File: src/rtl/id_stage_param.sv
`default_nettype none
// +--------------------------------------------------------------------------+
// | Module      : id_stage_param                                             |
// | Description : RV32I decode stage: regfile with write-back bypass, imm    |
// |               generation, branch/jump resolution, valid/ready + flush.   |
// | Revision    : 1.0                                                        |
// +--------------------------------------------------------------------------+
module id_stage_param #(
    parameter int XLEN  = 32,
    parameter int NREGS = 32,
    parameter int PC_W  = 14
) (
    input  logic            clk,
    input  logic            rst_n,
    input  logic            in_valid,
    output logic            in_ready,
    input  logic [31:0]     instr_i,
    input  logic [PC_W-1:0] pc_i,
    input  logic            flush_i,
    input  logic            wb_we_i,
    input  logic [4:0]      wb_rd_i,
    input  logic [XLEN-1:0] wb_data_i,
    output logic            out_valid,
    input  logic            out_ready,
    output logic [4:0]      rs1_o,
    output logic [4:0]      rs2_o,
    output logic [4:0]      rd_o,
    output logic [XLEN-1:0] rdata1_o,
    output logic [XLEN-1:0] rdata2_o,
    output logic [XLEN-1:0] imm_o,
    output logic [6:0]      opcode_o,
    output logic [2:0]      funct3_o,
    output logic [6:0]      funct7_o,
    output logic [XLEN-1:0] link_o,
    output logic            redirect_o,
    output logic [PC_W-1:0] target_o
);

    localparam int         c_IDX_W     = $clog2(NREGS);
    localparam logic [6:0] c_OP_LUI    = 7'b0110111;
    localparam logic [6:0] c_OP_AUIPC  = 7'b0010111;
    localparam logic [6:0] c_OP_JAL    = 7'b1101111;
    localparam logic [6:0] c_OP_JALR   = 7'b1100111;
    localparam logic [6:0] c_OP_BRANCH = 7'b1100011;
    localparam logic [6:0] c_OP_LOAD   = 7'b0000011;
    localparam logic [6:0] c_OP_STORE  = 7'b0100011;
    localparam logic [6:0] c_OP_IMM    = 7'b0010011;
    localparam logic [6:0] c_OP_FENCE  = 7'b0001111;
    localparam logic [6:0] c_OP_SYSTEM = 7'b1110011;

    logic [XLEN-1:0] r_regs [NREGS];

    logic [6:0]      w_opcode;
    logic            w_is_i, w_is_s, w_is_b, w_is_u, w_is_j;
    logic [31:0]     w_imm32;
    logic [XLEN-1:0] w_imm;
    logic [4:0]      w_rs1, w_rs2, w_rd;
    logic [XLEN-1:0] w_rdata1, w_rdata2;
    logic            w_br_taken;
    logic            w_take;
    logic [PC_W+1:0] w_jalr_sum;
    logic [PC_W-1:0] w_br_target;
    logic [PC_W-1:0] w_target;
    logic [XLEN-1:0] w_link;
    logic            w_capture;
    logic            w_wr_en;
    logic            w_unused_ok;

    assign in_ready  = !out_valid || out_ready;
    assign w_capture = in_valid && in_ready && !flush_i;
    assign w_wr_en   = wb_we_i && (wb_rd_i != 5'd0) && (int'(wb_rd_i) < NREGS);

    // Out-of-range and x0 indices read zero; a same-cycle write-back wins over the array.
    function automatic logic [XLEN-1:0] f_read(input logic [4:0] idx);
        logic [XLEN-1:0] v;
        v = '0;
        if (idx != 5'd0 && int'(idx) < NREGS) begin
            if (wb_we_i && wb_rd_i == idx) v = wb_data_i;
            else                           v = r_regs[idx[c_IDX_W-1:0]];
        end
        return v;
    endfunction

    assign w_opcode = instr_i[6:0];

    always_comb begin
        w_is_i  = 1'b0;
        w_is_s  = 1'b0;
        w_is_b  = 1'b0;
        w_is_u  = 1'b0;
        w_is_j  = 1'b0;
        w_imm32 = '0;
        case (w_opcode)
            c_OP_LOAD, c_OP_IMM, c_OP_JALR, c_OP_FENCE, c_OP_SYSTEM: begin
                w_is_i  = 1'b1;
                w_imm32 = {{20{instr_i[31]}}, instr_i[31:20]};
            end
            c_OP_STORE: begin
                w_is_s  = 1'b1;
                w_imm32 = {{20{instr_i[31]}}, instr_i[31:25], instr_i[11:7]};
            end
            c_OP_BRANCH: begin
                w_is_b  = 1'b1;
                w_imm32 = {{19{instr_i[31]}}, instr_i[31], instr_i[7],
                           instr_i[30:25], instr_i[11:8], 1'b0};
            end
            c_OP_LUI, c_OP_AUIPC: begin
                w_is_u  = 1'b1;
                w_imm32 = {instr_i[31:12], 12'b0};
            end
            c_OP_JAL: begin
                w_is_j  = 1'b1;
                w_imm32 = {{11{instr_i[31]}}, instr_i[31], instr_i[19:12],
                           instr_i[20], instr_i[30:21], 1'b0};
            end
            default: ;
        endcase
    end

    assign w_imm = XLEN'($signed(w_imm32));
    assign w_rs1 = (w_is_u || w_is_j)           ? 5'd0 : instr_i[19:15];
    assign w_rs2 = (w_is_i || w_is_u || w_is_j) ? 5'd0 : instr_i[24:20];
    assign w_rd  = (w_is_s || w_is_b)           ? 5'd0 : instr_i[11:7];

    always_comb begin
        w_rdata1 = f_read(w_rs1);
        w_rdata2 = f_read(w_rs2);
    end

    always_comb begin
        w_br_taken = 1'b0;
        case (instr_i[14:12])
            3'b000:  w_br_taken = (w_rdata1 == w_rdata2);
            3'b001:  w_br_taken = (w_rdata1 != w_rdata2);
            3'b100:  w_br_taken = ($signed(w_rdata1) <  $signed(w_rdata2));
            3'b101:  w_br_taken = ($signed(w_rdata1) >= $signed(w_rdata2));
            3'b110:  w_br_taken = (w_rdata1 <  w_rdata2);
            3'b111:  w_br_taken = (w_rdata1 >= w_rdata2);
            default: w_br_taken = 1'b0;
        endcase
    end

    // imm>>>2 truncated to PC_W is just imm[PC_W+1:2]; the low bits of rs1+imm only depend on low operand bits.
    assign w_br_target = pc_i + w_imm[PC_W+1:2];
    assign w_jalr_sum  = w_rdata1[PC_W+1:0] + w_imm[PC_W+1:0];
    assign w_target    = (w_opcode == c_OP_JALR) ? w_jalr_sum[PC_W+1:2] : w_br_target;
    assign w_take      = w_is_j || (w_opcode == c_OP_JALR) || (w_is_b && w_br_taken);
    assign w_link      = (XLEN'(pc_i) + XLEN'(1)) << 2;
    assign w_unused_ok = &{1'b0, w_jalr_sum[1:0]};

    always_ff @(posedge clk or negedge rst_n) begin
        if (!rst_n) begin
            for (int i = 0; i < NREGS; i++) r_regs[i] <= '0;
        end else if (w_wr_en) begin
            r_regs[wb_rd_i[c_IDX_W-1:0]] <= wb_data_i;
        end
    end

    always_ff @(posedge clk or negedge rst_n) begin
        if (!rst_n) begin
            out_valid  <= 1'b0;
            redirect_o <= 1'b0;
            target_o   <= '0;
            rs1_o      <= '0;
            rs2_o      <= '0;
            rd_o       <= '0;
            rdata1_o   <= '0;
            rdata2_o   <= '0;
            imm_o      <= '0;
            opcode_o   <= '0;
            funct3_o   <= '0;
            funct7_o   <= '0;
            link_o     <= '0;
        end else if (flush_i) begin
            out_valid  <= 1'b0;
            redirect_o <= 1'b0;
        end else if (w_capture) begin
            out_valid  <= 1'b1;
            redirect_o <= w_take;
            target_o   <= w_target;
            rs1_o      <= w_rs1;
            rs2_o      <= w_rs2;
            rd_o       <= w_rd;
            rdata1_o   <= w_rdata1;
            rdata2_o   <= w_rdata2;
            imm_o      <= w_imm;
            opcode_o   <= w_opcode;
            funct3_o   <= instr_i[14:12];
            funct7_o   <= instr_i[31:25];
            link_o     <= w_link;
        end else begin
            redirect_o <= 1'b0;
            if (out_ready) out_valid <= 1'b0;
        end
    end

endmodule
`default_nettype wire

File: config.mk
export PLATFORM = sky130hd
export DESIGN_NAME = id_stage_param
export DESIGN_NICKNAME = d
export VERILOG_FILES = /design/src/rtl/id_stage_param.sv
export SDC_FILE = /design/constraint.sdc
export NUM_CORES = 2
export LEC_CHECK = 0
export CAP_MARGIN = 40
export CORE_ASPECT_RATIO = 1.25
export CORE_MARGIN = 2
export CORE_UTILIZATION = 62
export DETAILED_ROUTE_END_ITERATION = 6
export PLACE_DENSITY = 0.81
export SYNTH_ARGS = -nofsm -noshare
export SYNTH_HDL_FRONTEND = slang
export SYNTH_SLANG_ARGS = --single-unit
File: constraint.sdc
create_clock -name clk -period 4.3 [get_ports clk]
set_input_delay 0.645 -clock clk [delete_from_list [all_inputs] [get_ports clk]]
set_output_delay 0.645 -clock clk [all_outputs]
set_load 0.01 [all_outputs]
==> flow_metrics.py <==
metrics = {
    "status": {
        "violations": "design-rule violations, negative setup slack",
        "status": "finished, violations left",
    },
    "worst_setup_path": {
        "crit_path_max_incr_delay_ns": 0.45,
        "critical-path-top-delay-family": "simple AND/OR/NAND/NOR gates",
        "rr_startpoint": "r_regs[531]",
        "cp-end-kind": "register",
        "slowest_stage": "or4_4",
        "cp-start-kind": "primary input",
        "reg2regPathDepth": 19,
        "crit_top_cell": "buf_4",
        "cp.required_ns": 4.93,
        "crit_arrival_ns": 5.99,
        "r2r_slack_ns": -0.15,
        "r2r-end": "redirect_o",
        "path_class": "primary input to register",
        "cp.buffers_inverters": 9,
        "path_max_fanout": 7,
    },
    "floorplanning": {
        "die_h_um": 367,
        "core_um2": 105000,
        "fp.dieW_um": 294,
        "ios": 266,
        "die-area_um2": 108000,
        "num_rows": 133,
        "start_util_pct": 62.4,
    },
    "place": {
        "portBuffers": 248,
        "place_hpwl_um": 184000,
        "dp_cells": 8212,
        "dpl_cell_area_um2": 75600,
        "gp_congestion": 1.00,
    },
    "yosys": {
        "ys_async_sr_fraction_pct": 100,
        "synth_sequential_area_ratio_pct": 45.3,
        "synth_edf_count": 0,
        "syn-instance-count": 6446,
        "syn-cell-area_um2": 65400,
        "ys_ff_latch": 1183,
        "synthDistinctLibCells": 95,
        "syn_area_per_cell_um2": 10.1,
        "ys_warn_count": 0,
        "synth_flop_cell": "dfrtp_1",
    },
    "finish": {
        "layout_common_cells": "1,183 x dfrtp_1, 1,042 x mux2_2, 936 x nand2_1",
        "stdcell_count": 8509,
        "fin_area_um2": 81400,
        "fin_util_pct": 77.6,
        "nets": 7206,
        "drive_gt1_share_pct": 33.6,
        "areaGrowthSynthToFinish_pct": 24.5,
        "layout_commonest_cell": "dfrtp_1",
    },
    "pwr": {
        "power_leakage_nw": 36.9,
        "powerDensity_nw_per_um2": 427,
        "swShare_pct": 31.5,
        "power_frac_comb_pct": 25.0,
        "ir_worst_vdd_v": 0.000417,
        "power.switching_mw": 10.9,
        "power.total_mw": 34.7,
        "p_int_mw": 23.8,
        "clockPowerShare_pct": 32.1,
        "pwr-share-seq_pct": 43.0,
    },
    "timing": {
        "min_period_over_period_pct": 125,
        "slew_violations": 0,
        "fmax_ghz": 0.187,
        "worstMarginPinSlew_ns": 0.929,
        "setup_ws_ns": -1.06,
        "finalHoldViolCount": 0,
        "setup_viol_count_final": 13,
        "finClkSkew_ns": 0.0416,
        "post-route-min-period_ns": 5.36,
        "rsz0062_at_grt": "yes",
        "slew_headroom_pct": 38.1,
    },
    "detailed_routing": {
        "first_pass_iters": 7,
        "avgViaCountPerCell": 7.36,
        "num_vias": 62640,
        "drt-total-wl_um": 286000,
        "routedWlPerCell_um": 33.6,
        "drtIter0Drc": 9906,
        "drc": 6,
        "ant_nets": 0,
    },
    "clock_tree": {
        "ctsRootBufferMaster": "clkbuf_16",
        "cts-htree-levels": 3,
        "clkLatencyLatePin_ns": 0.78,
        "cts_tree": "yes",
        "clk_pin_slew_ns": 0.06,
        "cts.sinks": 1183,
        "cts.path.max_buffers": 3,
        "cts_buffers": 117,
    },
    "global_routing": {
        "grt_pass1_wl_um": 414000,
        "grt_overflow": 0,
        "antenna_found_initial": 14,
        "grt_max_degree": 109,
        "grt_usage_pct": 52.2,
        "grt_pass1_vias": 61778,
    },
    "flow_run": {
        "max_cap_violations": 0,
    },
    "worst_hold_path": {
        "worstHoldStart": "instr_i[6]",
        "hold_end": "opcode_o[6]",
        "hold_path.class": "primary input to register",
        "hold_depth": 3,
    },
}
[layout make-up]
cell class,count,area (um^2)
multi-input cells,4564,34000
repair buffers,1165,11900
diodes,4,10.0
inverters,25,98.8
clock inverters,63,782
clock buffers,155,3330
fillers,6805,23400
flip-flops and latches,1183,29600
well taps,1350,1690
[Yosys cell counts (5+ instances only)]
cell type	instances	area [um^2]
buf_4	26	195
a32oi_1	166	1450
inv_1	25	93.8
a31oi_1	93	582
mux2_2	1042	11700
a31o_2	24	210
or3_1	8	50.1
a32o_1	8	80.1
a211o_1	26	228
a221oi_1	135	1180
a311oi_1	18	158
nor4_1	6	37.5
a211oi_1	125	938
nor2b_1	17	106
and2_1	14	87.6
o21ai_0	302	1510
nand3_1	273	1370
nand4_1	16	100
dfrtp_1	1183	29600
ha_1	60	751
o21ai_1	11	55.1
o22a_1	7	61.3
a2111oi_0	8	70.1
mux4_2	11	248
a22oi_1	7	52.6
o21a_1	5	37.5
nor2_1	140	526
buf_2	105	526
o221ai_1	25	219
buf_1	74	278
xnor2_1	26	228
mux2i_1	178	1780
a22o_1	8	70.1
a21oi_1	345	1730
a221o_1	28	280
nor3_1	22	110
a21o_1	50	375
nand2_1	964	3620
clkbuf_1	484	1820
a2bb2oi_1	11	96.3
and3_1	224	1400
o22ai_1	31	194
xor2_1	16	140
o2bb2ai_1	24	210
[routing by layer]
metal	track usage (%)	wire length, um	up-vias
met5	0	115	-
met4	43.6	29900	18
met3	17.9	40800	1805
met2	74.1	118000	5587
met1	64.0	96400	30395
li1	-	-	24835
[power groups by stage]
stage	clock network (mW)	logic (mW)	registers (mW)
after floorplan	0	4.66	14.6
after global placement	0	7.85	14.8
after detailed placement	0	8.08	15.0
after CTS	11.1	8.35	14.8
after global routing	11.5	9.11	15.1
final	11.1	8.67	14.9
[worst max path at each step]
stage / slack, ns / endpoint / cells after the start / from
floorplan: -0.47 / target_o[11] / 25 / instr_i[2]
global placement: -2.56 / redirect_o / 26 / instr_i[4]
detailed placement: -2.62 / redirect_o / 25 / instr_i[4]
CTS: -0.85 / redirect_o / 28 / instr_i[5]
global route: -1.11 / redirect_o / 30 / instr_i[5]
finish: -1.06 / redirect_o / 28 / instr_i[5]
[kinds of logic after synthesis]
group           count (synthesis)  share of synthesized area (%)
flops                        1183                           45.3
simple gates                 1716                           11.8
buf+inv                       715                           4.47
other cells                     1                        0.00573
compound gates               1497                           15.7
xor+xnor                       42                          0.563
fa+ha+maj                      61                           1.18
mux                          1231                           21.0
[worst min-delay path, delay by kind of cell]
family                 cells  cell delay [ns]
buffers and inverters      1             0.09
and+or+nand+nor            2             0.11
[flip-flops by register name, indices dropped and copies added (netlist names)]
signal / cells
r_regs: 1024
imm_o: 32
rdata1_o: 32
rdata2_o: 32
link_o: 15
target_o: 14
funct7_o: 7
opcode_o: 7
rd_o: 5
rs1_o: 5
rs2_o: 5
funct3_o: 3
out_valid: 1
redirect_o: 1
[per-stage QoR]
stage | hold slack (ns) | worst slack [ns] | TNS, ns
global placement | 0.380 | -2.56 | -31.66
global route | 0.130 | -1.11 | -6.98
detailed placement | 0.385 | -2.62 | -33.68
finish | 0.114 | -1.06 | -5.59
floorplan | 0.349 | -0.471 | -1.64
CTS | 0.121 | -0.854 | -4.17
[what timing repair did]
item	CTS	global route
cloned	5	0
endpoints found under the hold margin	7	0
endpoints found under the setup margin	15	14
setup buffers	59	15
gates resized for setup	184	44
pin swaps	58	48
hold buffers	1	0
Power figures use the tool's default switching activity.
